`src/rtl/uart_receiver.sv`:
```
// UART receive stage: 16x-oversampled 8N1 deserialiser with mid-bit sampling.
// Emits one rx_valid strobe per good frame and one rx_frame_err strobe per bad stop bit.
module uart_receiver #(
  parameter int unsigned BAUD_RATE  = 1156000,
  parameter int unsigned CLOCK_FREQ = 75000000,
  parameter int unsigned DATA_WIDTH = 8,
  parameter int unsigned OVERSAMPLE = 16
) (
  input  logic                  clk,
  input  logic                  rst,
  input  logic                  rx_in,
  output logic [DATA_WIDTH-1:0] rx_data,
  output logic                  rx_valid,
  output logic                  rx_frame_err,
  output logic                  rx_busy
);

  localparam int unsigned OS_DIV_RAW = (CLOCK_FREQ + BAUD_RATE * OVERSAMPLE / 2) /
                                       (BAUD_RATE * OVERSAMPLE);
  localparam int unsigned OS_DIV     = (OS_DIV_RAW == 0) ? 1 : OS_DIV_RAW;
  localparam int unsigned DIV_W      = (OS_DIV > 1) ? $clog2(OS_DIV) : 1;
  localparam int unsigned CNT_W      = $clog2(OVERSAMPLE);
  localparam int unsigned BIT_W      = $clog2(DATA_WIDTH + 1);

  localparam logic [DIV_W-1:0] DIV_LAST = DIV_W'(OS_DIV - 1);
  localparam logic [CNT_W-1:0] CNT_HALF = CNT_W'(OVERSAMPLE / 2 - 1);
  localparam logic [CNT_W-1:0] CNT_LAST = CNT_W'(OVERSAMPLE - 1);
  localparam logic [BIT_W-1:0] BIT_LAST = BIT_W'(DATA_WIDTH - 1);

  typedef enum logic [1:0] {
    IDLE,
    START,
    DATA,
    STOP
  } state_t;

  state_t                state;
  logic                  sync_1;
  logic                  rx_s;
  logic                  rx_s_d;
  logic [DIV_W-1:0]      div_cnt;
  logic [CNT_W-1:0]      os_cnt;
  logic [BIT_W-1:0]      bit_cnt;
  logic [DATA_WIDTH-1:0] shift;
  logic                  os_tick;

  // Synchroniser and edge-detect delay reset to the idle (high) line level.
  always_ff @(posedge clk or negedge rst) begin
    if (!rst) begin
      sync_1 <= 1'b1;
      rx_s   <= 1'b1;
      rx_s_d <= 1'b1;
    end else begin
      sync_1 <= rx_in;
      rx_s   <= sync_1;
      rx_s_d <= rx_s;
    end
  end

  assign os_tick = (div_cnt == DIV_LAST);

  always_ff @(posedge clk or negedge rst) begin
    if (!rst) begin
      state        <= IDLE;
      div_cnt      <= '0;
      os_cnt       <= '0;
      bit_cnt      <= '0;
      shift        <= '0;
      rx_data      <= '0;
      rx_valid     <= 1'b0;
      rx_frame_err <= 1'b0;
      rx_busy      <= 1'b0;
    end else begin
      rx_valid     <= 1'b0;
      rx_frame_err <= 1'b0;

      if (state != IDLE) begin
        div_cnt <= os_tick ? '0 : div_cnt + 1'b1;
      end

      case (state)
        IDLE: begin
          // Requires a real 1->0 transition, so a held-low line cannot retrigger.
          if (rx_s_d && !rx_s) begin
            state   <= START;
            div_cnt <= '0;
            os_cnt  <= '0;
            rx_busy <= 1'b1;
          end
        end

        START: begin
          if (os_tick) begin
            if (os_cnt == CNT_HALF) begin
              os_cnt <= '0;
              if (!rx_s) begin
                state   <= DATA;
                bit_cnt <= '0;
              end else begin
                state   <= IDLE;
                rx_busy <= 1'b0;
              end
            end else begin
              os_cnt <= os_cnt + 1'b1;
            end
          end
        end

        DATA: begin
          if (os_tick) begin
            if (os_cnt == CNT_LAST) begin
              os_cnt <= '0;
              shift  <= DATA_WIDTH'({rx_s, shift} >> 1);
              if (bit_cnt == BIT_LAST) begin
                state   <= STOP;
                bit_cnt <= '0;
              end else begin
                bit_cnt <= bit_cnt + 1'b1;
              end
            end else begin
              os_cnt <= os_cnt + 1'b1;
            end
          end
        end

        STOP: begin
          // Returning to IDLE at mid stop bit leaves half a bit to catch the next start edge.
          if (os_tick) begin
            if (os_cnt == CNT_LAST) begin
              os_cnt  <= '0;
              state   <= IDLE;
              rx_busy <= 1'b0;
              if (rx_s) begin
                rx_data  <= shift;
                rx_valid <= 1'b1;
              end else begin
                rx_frame_err <= 1'b1;
              end
            end else begin
              os_cnt <= os_cnt + 1'b1;
            end
          end
        end

        default: begin
          state   <= IDLE;
          rx_busy <= 1'b0;
        end
      endcase
    end
  end

endmodule
```
`config.mk`:
```
export PLATFORM = sky130hd
export DESIGN_NAME = uart_receiver
export DESIGN_NICKNAME = d
export VERILOG_FILES = /design/src/rtl/uart_receiver.sv
export SDC_FILE = /design/constraint.sdc
export NUM_CORES = 1
export LEC_CHECK = 0
export BUFFER_PORTS_ARGS = -buffer_cell sky130_fd_sc_hd__buf_4
export CELL_PAD_IN_SITES_DETAIL_PLACEMENT = 1
export CELL_PAD_IN_SITES_GLOBAL_PLACEMENT = 1
export CORE_ASPECT_RATIO = 0.9
export CORE_UTILIZATION = 43
export DETAILED_ROUTE_END_ITERATION = 16
export PLACE_DENSITY_LB_ADDON = 0.1
export REMOVE_ABC_BUFFERS = 1
export SLEW_MARGIN = 10
export SYNTH_ARGS = -nofsm -noshare
export SYNTH_HDL_FRONTEND = slang
export SYNTH_SLANG_ARGS = --single-unit
```
`constraint.sdc`:
```
create_clock -name clk -period 1.85 [get_ports clk]
set_input_delay 0.37 -clock clk [delete_from_list [all_inputs] [get_ports clk]]
set_output_delay 0.37 -clock clk [all_outputs]
set_load 0.01 [all_outputs]
```
* After elaboration in Yosys (flattened, before gate mapping)
Index checks and enable logic that the tools add are counted.
** Operators by class
- Multiplexer cells :: 42
- Equal/unequal tests :: 18
- Reduce and logical (&&, ||, !) cells :: 13
- $add $sub $neg :: 3
** Operator list (number)
- $mux W4 :: 11
- $mux W2 :: 13
- $ne A2 B2 Y1 const B :: 10
- $mux W1 :: 14
- $pmux W4 S3 :: 1
- $add A4 B1 Y4 const B :: 2
- $eq A4 B3 Y1 const B :: 2
- $pmux W2 S4 :: 1
- $pmux W4 S2 :: 1
- $reduce_and A8 Y1 :: 1
- $reduce_and A7 Y1 :: 1
- $eq A2 B2 Y1 const B :: 3
- $reduce_and A3 Y1 :: 2
- $reduce_and A6 Y1 :: 1
- $eq A4 B4 Y1 const B :: 1
- $reduce_and A4 Y1 :: 1
- $reduce_bool A2 Y1 :: 2
- $pmux W1 S3 :: 1
- $reduce_bool A3 Y1 :: 1
- $add A2 B1 Y2 const B :: 1
- $eq A2 B1 Y1 const B :: 1
- $logic_not A2 Y1 :: 1
- $ne A2 B1 Y1 const B :: 1
- $reduce_or A2 Y1 :: 1
- 2 further kinds :: 2
** Storage, ports and cells
- Flip-flop bits (word level) :: 34
- Output and inout port bits :: 11

* Logic depth before layout (Yosys ltp)
Gate-level depths: netlist (run 1).
- Depth after elaboration :: 5
- Depth in mapped cells :: 5
- Mapped depth without buffers :: 4

* Worst setup path before layout (run 1)
No wires, ideal clock.
- Path type :: reg2reg
- From :: register os_cnt[0]
- To :: register rx_data[0]
- Cell stages (with the launch flop) :: 6
- Arrival time :: 1.553 ns
- Setup slack :: 0.172 ns
- Required time :: 1.725 ns
- Cell sequence :: dfrtp_1 > ha_1 > nand4_2 > or3_1 > buf_6 > mux2_4
** On the way
- Longest elaborated chain between the ends :: 2
** RTL lines
- from (decl) :: RTL line 42 : logic [CNT_W-1:0] os_cnt;
- from (signal assigned) :: RTL line 104 : os_cnt <= os_cnt + 1'b1;
- from (signal assigned) :: RTL line 121 : os_cnt <= os_cnt + 1'b1;
- from (signal assigned) :: RTL line 140 : os_cnt <= os_cnt + 1'b1;
- $eq A4 B4 Y1 :: RTL line 129 : if (os_cnt == CNT_LAST) begin
- $reduce_and A4 Y1 (no line)
- to (signal assigned) :: RTL line 134 : rx_data <= shift;
- to (decl) :: RTL line 12 : output logic [DATA_WIDTH-1:0] rx_data,
No other way between the ends.
A chain may end at the register's enable or synchronous reset.

* Worst setup path in the final report (run 1)
- From :: register os_cnt[3]
- To :: register bit_cnt[0]
** On the way
- Longest elaborated chain between the ends :: 3
- Elaborated cells on any way between the ends :: 5
** RTL lines
- $eq A4 B4 Y1 / $eq A4 B3 Y1 (equally long branches) :: RTL line 111, 94
- $ne A2 B2 Y1 (no line)
- $reduce_and A6 Y1 (no line) *
- to (signal assigned) :: RTL line 118 : bit_cnt <= bit_cnt + 1'b1;
- to (decl) :: RTL line 43 : logic [BIT_W-1:0] bit_cnt;
Mark *: on every way between the ends. The rest lies on a longest branch, timed or not.

==> results_dict.tcl, run 1 <==
set metrics [dict create \
    coreArea_um2 3450 \
    leakage_uw 0.000914 \
    postSynthAreaPerCell_um2 12.6 \
    finish.utilization 0.547 \
    overflow 0 \
    yosysTopAreaCellShare 0.489 \
    setup.worst_path.start "os_cnt[3]" \
    netlist_area_um2 1590 \
    ys.warnings.count 0 \
    dieArea_um2 3930 \
    cts_buffer_depth 2 \
    yosysMostFrequentCell "dfrtp_1" \
    period_share 0.901 \
    dp_hpwl_um 2280 \
    routabilityCongestion 0.697 \
    period_minus_slack_ps 1670 \
    vias 1079 \
    ir_drop_v 0.000866 \
    initialDrtViolationCount 64 \
    grt_pass1_vias 1111 \
    clockRootBuffer "clkbuf_8" \
    ys_async_sr_fraction 1.00 \
    firstDrtPassIters 4 \
    fmax_ghz 0.600 \
    dieWidth_um 66 \
    pin_count 14 \
    synth_edf_count 0 \
    synth_cells 126 \
    yosys.area.top_type "dfrtp_1" \
    viasPerCell 5.56 \
    power_density_nw_per_um2 1120 \
    synthFlopType "dfrtp_1" \
    clk_latency_ps 300 \
    h-tree-depth 2 \
    setup_viol 0 \
    rsz0062_at_grt "false" \
    maxCapViolCount 0 \
    timing.final.max_slew_violations 0 \
    track_usage 0.197 \
    layout-drive-gt1-share 0.373 \
    max_slew.worst_pin.slew_ps 427 \
    synth.distinct_cells 45 \
    final.setup_skew_ps 11.3 \
    syn2layout_area_growth_pct 19.2 \
    synthTopCellsByArea "dfrtp_1, mux2_4, mux2_2, dfstp_2, ha_1" \
    num-nets-final 155 \
    antenna_left 0 \
    relSlewSlack 0.716 \
    wl_per_cell_um 16.9 \
    critical_path_class "reg -> reg" \
    antenna_found_initial 0 \
    num_rows 20 \
    final_hold_viol_count 0 \
    drt-total-wl_um 3290 \
    antenna_cells_inserted 0 \
    drc 0 \
    reg2reg_from "os_cnt[3]" \
    grt_max_degree 35 \
    worst_ep_required_time_ps 2030 \
    tns_ps 0 \
    ys_seq_area_frac 0.539 \
    cp-start-kind "flip-flop" \
    ys_ff_latch 34 \
    arrival_ps 1840 \
    hp-class "in -> async" \
    path_max_fanout 9 \
    grt_pass1_wl_um 5530 \
    cts_tree "built" \
    start_util 0.459 \
    port_buffers 13 \
    clk_pin_slew_worst_paths_ps 80 \
    synth_common_cells "dfrtp_1, mux2_2, mux2_4, inv_1, nand2_1" \
    cts_sinks 34 \
    cts_inserted_buffers 5 \
    die_y_um 59.6 \
    outcome "completed" \
    endpoint_kind "flip-flop" \
]
## cell families after synthesis
logic type | count (synthesis) | synth area share
muxes | 18 | 0.146
DFF | 34 | 0.539
xor gates and xnor gates | 1 | 0.00553
adders and majority gates | 3 | 0.0237
and+or+nand+nor | 37 | 0.154
AOI/OAI and AO/OA | 20 | 0.0939
buffers and inverters | 13 | 0.0379
## power by group
part           switching (uW)  internal, uW
sequential               89.7           834
combinational             273           253
clock                     279           396
## cell usage in the layout (no fill, tap or decap), drive strengths merged, types with 3 or more instances in the layout
master	Yosys	final
dfstp	3	3
a21oi	5	5
nand3b	4	4
inv	6	6
dfrtp	31	31
nand3	4	4
nand2	6	6
mux2	17	17
buf	2	23
nand4	5	5
clkbuf	5	5
ha	3	3
## state kept, by name (all words and copies together) (netlist names), 2 cells and up, named ones only
| register | flops |
|---|---|
| bit_cnt | 4 |
| div_cnt | 2 |
| os_cnt | 4 |
| rx_data | 8 |
| shift | 8 |
## what timing repair did
action | in CTS | in global routing
buffers inserted | 0 | 0
hold endpoints to repair | 0 | 0
hold buffers | 0 | 0
setup endpoints to repair | 0 | 6
gates resized for setup | 0 | 1
## per-layer routing
layer,vias to the layer above,track usage,wire (um)
li1,506,-,-
met1,545,0.241,1550
met2,20,0.316,1560
met3,8,0.0596,105
met4,0,0.100,74
met5,-,0,0
## worst paths after layout
check                        endpoint  slack (ps)  depth (start not counted)
max                        bit_cnt[0]         180                          3
min                        rx_data[0]           7                          1
max reg2reg                bit_cnt[0]         180                          3
min reg2reg                      rx_s         370                          0
max in group asynchronous      sync_1        1490                          1
min in group clk               sync_1         190                          1
## per-stage QoR
step / worst slack [ps] / total power (uW) / hold WS, ps / instances / cell area, um^2
after floorplan: -8.73 / 1240 / 74.4 / 119 / 1550
after global placement: 97.8 / 1420 / 337 / 186 / 1780
after detailed placement: 35.8 / 1460 / 343 / 186 / 1780
after CTS: 22.3 / 2150 / 20.4 / 194 / 1880
after global routing: 118 / 2240 / 40.4 / 194 / 1890
final: 183 / 2130 / 6.73 / 194 / 1890
## area by class of cell
type	count	area (um^2)
clock inverter	3	40.0
fill	357	1560
sequential	34	855
tap	44	55.1
clock buffer	5	68.8
inverter	6	22.5
multi-input combinational	79	676
timing repair buffer	23	173
## critical path: stages, from the launching register on
cell,delay [ps]
dfrtp_1,480
or4b_1,520
a21oi_2,210
mux2_1,340
Note: power is estimated with default switching activity, not from simulation.
==> run 2: changes to the inputs <==
--- a/config.mk
+++ b/config.mk
@@ -9,7 +9,7 @@
 export CELL_PAD_IN_SITES_DETAIL_PLACEMENT = 1
 export CELL_PAD_IN_SITES_GLOBAL_PLACEMENT = 1
 export CORE_ASPECT_RATIO = 0.9
-export CORE_UTILIZATION = 43
+export CORE_UTILIZATION = 47
 export DETAILED_ROUTE_END_ITERATION = 16
 export PLACE_DENSITY_LB_ADDON = 0.1
 export REMOVE_ABC_BUFFERS = 1
==> run 2 against run 1 <==
Against the previous run:
- non-clock buffer count grew 1
- final area shrank 0.66%
- clock power shrank 17%
- flip-flop and latch count is the same
- register-to-register slack is essentially flat
- count of clock-buffer cells in the layout grew 2
==> results_dict.tcl, run 2 (synthesis gave the netlist of run 1 again) <==
set metrics [dict create \
    dp_hpwl_um 2240 \
    period_share 0.908 \
    arrival_ps 1850 \
    final_common_cell "dfrtp_1" \
    grt_pass1_wl_um 5370 \
    cts_tree "built" \
    cp-start-kind "flip-flop" \
    final_cell_mix "dfrtp_1, buf_4, mux2_4, mux2_2" \
    tns_ps 0 \
    max_slew.worst_pin.slew_ps 435 \
    rsz0062_at_grt "false" \
    cts_hold_buf 0 \
    hp-class "in -> async" \
    placed_cells 185 \
    critical_path_class "reg -> reg" \
    routabilityCongestion 0.719 \
    endpoint_kind "flip-flop" \
    antenna_found_initial 0 \
    cts_sinks 34 \
    cts_setup_buffers 0 \
    path_max_fanout 7 \
    power_density_nw_per_um2 1070 \
    final_area_um2 1880 \
    layout-drive-gt1-share 0.371 \
    antenna_left 0 \
    setup_viol 0 \
    track_usage 0.197 \
    worst_ep_required_time_ps 2020 \
    h-tree-depth 2 \
    final_cells 193 \
    grt_max_degree 35 \
    port_buffers 13 \
    ir_drop_v 0.000747 \
    final_hold_viol_count 0 \
    timing.final.max_slew_violations 0 \
    final.setup_skew_ps 1.77 \
    reg2reg_from "div_cnt[0]" \
    firstDrtPassIters 4 \
    num_rows 19 \
    pin_count 14 \
    overflow 0 \
    drt-total-wl_um 3180 \
    clk_latency_ps 280 \
    reg2reg_setup_slack_ps 170 \
    clk_pin_slew_worst_paths_ps 70 \
    fmax_ghz 0.595 \
    drc 0 \
    maxCapViolCount 0 \
    die_y_um 57.1 \
    antenna_cells_inserted 0 \
    cts_buffer_depth 2 \
    wl_per_cell_um 16.5 \
    grt_pass1_vias 1087 \
    post_cts_resized 0 \
    period_minus_slack_ps 1680 \
    start_util 0.505 \
    dieArea_um2 3610 \
    coreArea_um2 3140 \
    initialDrtViolationCount 26 \
    cts_inserted_buffers 5 \
    top_regs "rx_data x8, shift x8" \
    dpl_cell_area_um2 1780 \
    clockRootBuffer "clkbuf_8" \
    outcome "completed" \
    leakage_uw 0.000910 \
    relSlewSlack 0.710 \
    syn2layout_area_growth_pct 18.4 \
    num-nets-final 156 \
    setup.worst_path.start "div_cnt[0]" \
    vias 1110 \
    dieWidth_um 63.2 \
    viasPerCell 5.75 \
]
## run 2: layer usage
layer  share of wire  GRT usage  routed length (um)
met1            0.48      0.271                1520
met2            0.47      0.301                1500
met3           0.032     0.0360                 102
met4           0.016     0.0974                  51
met5               0          0                   0
## run 2: per-stage QoR
stage / hold WS, ps / util / power [uW] / setup slack [ps]
floorplan: 74.4 / - / 1240 / -8.73
global route: 49.0 / 0.598 / 2130 / 86.4
global placement: 333 / 0.567 / 1430 / 80.8
detailed placement: 348 / 0.567 / 1460 / 32.6
finish: 22.8 / 0.598 / 2010 / 169
CTS: 37.4 / 0.596 / 2030 / 16.2
## run 2: final cells by class
class                      instances  area, um^2
fill                             339        1260
sequential                        34         855
multi-input combinational         79         676
timing repair buffer              24         180
clock buffer                       7        86.3
tap                               42        52.6
inverter                           6        22.5
clock inverter                     1        5.00
## run 2: final timing paths
path                       depth (start not counted)          to
max in group asynchronous                          1      sync_1
min in group clk                                   1      sync_1
min                                                1  bit_cnt[3]
max                                                6    shift[0]
max reg2reg                                        6    shift[0]
min reg2reg                                        0        rx_s
## run 2: critical path: stages, from the launching register on
cell	delay (ps)
dfrtp_1	380
ha_1	200
nand4_2	130
buf_4	170
nor2_2	150
buf_4	190
mux2_2	340
## run 2: report_power, final
group          internal, uW  switching [uW]
clock                   300             264
sequential              834            81.2
combinational           261             273
total                  1400             618
==> run 3: changes to the inputs <==
--- a/config.mk
+++ b/config.mk
@@ -9,10 +9,13 @@
 export CELL_PAD_IN_SITES_DETAIL_PLACEMENT = 1
 export CELL_PAD_IN_SITES_GLOBAL_PLACEMENT = 1
 export CORE_ASPECT_RATIO = 0.9
+export CORE_MARGIN = 2
 export CORE_UTILIZATION = 47
 export DETAILED_ROUTE_END_ITERATION = 16
 export PLACE_DENSITY_LB_ADDON = 0.1
+export RECOVER_POWER = 25
 export REMOVE_ABC_BUFFERS = 1
+export SKIP_CTS_REPAIR_TIMING = 1
 export SLEW_MARGIN = 10
 export SYNTH_ARGS = -nofsm -noshare
 export SYNTH_HDL_FRONTEND = slang
==> run 3 against run 2 <==
Against the previous run:
- via count increased by 0.36%
- first-iteration DRC count up 130%
- sequential share of layout area up 0.091 points
- routed wire length increased by 5.7%
- flip-flop and latch count stayed put
- total power is 0.20% lower
- die area grew 6.8%
- core utilization shrank 0.12 points
- largest cell class unchanged
- largest power group unchanged
==> results_dict.tcl, run 3 (synthesis gave the netlist of run 1 again) <==
set metrics [dict create \
    max_slew.worst_pin.slew_ps 834 \
    grt_max_degree 35 \
    final_cells 193 \
    outcome "completed" \
    top_usage_layer "met2" \
    final.setup_skew_ps 5.07 \
    multiInputGateArea_um2 676 \
    h-tree-depth 2 \
    hold_slack_ps 177 \
    globalRouteMet1Util 0.264 \
    dieWidth_um 65.2 \
    dp_hpwl_um 2430 \
    viasPerCell 5.77 \
    final_hold_viol_count 0 \
    maxCapViolCount 0 \
    wl_per_cell_um 17.4 \
    routabilityCongestion 0.692 \
    start_util 0.505 \
    overflow 0 \
    num_rows 19 \
    antenna_cells_inserted 0 \
    cts_tree "built" \
    grt_pass1_vias 1114 \
    use_met3 0.0513 \
    cts_buffer_depth 2 \
    rsz0062_at_grt "false" \
    period_share 0.924 \
    vias 1114 \
    period_minus_slack_ps 1710 \
    finish.utilization 0.597 \
    cts_inserted_buffers 5 \
    relSlewSlack 0.444 \
    antenna_left 0 \
    antenna_found_initial 0 \
    grtUsageMet2 0.324 \
    cp-start-kind "flip-flop" \
    pin_count 14 \
    cts_sinks 34 \
    top_regs "rx_data x8, shift x8" \
    ir_drop_v 0.000631 \
    placed_cells 185 \
    initialDrtViolationCount 61 \
    final_common_cell "dfrtp_1" \
    layout-drive-gt1-share 0.364 \
    clk_latency_ps 280 \
    n_fill_cell 333 \
    worst_ep_required_time_ps 2020 \
    ff_latch_area_um2 855 \
    coreArea_um2 3140 \
    track_usage 0.201 \
    arrival_ps 1880 \
    setup_viol 0 \
    clockRootBuffer "clkbuf_8" \
    dieArea_um2 3850 \
    critical_path_class "reg -> reg" \
    die_y_um 59.1 \
    path_max_fanout 7 \
    power_density_nw_per_um2 1070 \
    hp-class "in -> async" \
    timing.final.max_slew_violations 0 \
    grt_pass1_wl_um 5640 \
    clk_pin_slew_worst_paths_ps 70 \
    leakage_uw 0.000906 \
    drc 0 \
    syn2layout_area_growth_pct 18.2 \
    endpoint_kind "flip-flop" \
    fmax_ghz 0.585 \
    port_buffers 13 \
    final_cell_mix "dfrtp_1, buf_4, mux2_4, mux2_2" \
    num-nets-final 156 \
    firstDrtPassIters 4 \
    drt-total-wl_um 3360 \
]
==> run 3: cell count changes in the layout (fill, tap and decap cells not counted), sizes merged <==
cell,previous run,this run
clkbuf,7,10
buf,24,22
clkinv,1,0
==> run 3: worst max-delay path, stage by stage (launching register included) <==
cell	delay, ps
dfrtp_1	380
ha_1	200
nand4_2	130
buf_4	170
nor2_2	160
buf_4	200
mux2_2	350
==> run 3: stage by stage <==
stage               worst slack, ps  instance area, um^2  setup TNS (ps)  total power (uW)
CTS                            7.44                 1870               0              2030
detailed placement             20.1                 1780               0              1470
floorplan                     -8.73                 1550           -69.8              1240
finish                          141                 1870               0              2010
global placement               80.5                 1780               0              1430
global route                   55.0                 1870               0              2130
==> run 3: final timing paths <==
path,cells past startpoint,endpoint,from,slack [ps]
min in group clk,1,sync_1,rx_in,190
hold / removal,1,bit_cnt[3],rst,180
max in group asynchronous,1,shift[1],rst,1150
setup / recovery,6,shift[6],div_cnt[0],140
setup reg to reg,6,shift[6],div_cnt[0],140
hold reg to reg,0,rx_s,sync_1,360
==> run 3: power by group <==
part	switching, uW	internal (uW)	total, uW
Combinational	272	260	533
Sequential	84.9	834	919
Clock	255	303	558
==> run 3: metal layers <==
| metal | wire (um) | vias up | part of all wire |
|---|---|---|---|
| li1 | - | 512 | - |
| met3 | 109 | 5 | 0.032 |
| met5 | 0 | - | 0 |
| met4 | 40 | 0 | 0.012 |
| met1 | 1500 | 579 | 0.45 |
| met2 | 1710 | 18 | 0.51 |
==> run 3: area by class of cell <==
class,instances,area share
Timing Repair Buffer,24,0.0949
Multi-Input combinational cell,79,0.361
Sequential cell,34,0.456
Clock buffer,8,0.0481
Tap cell,42,0.0281
Inverter,6,0.0120
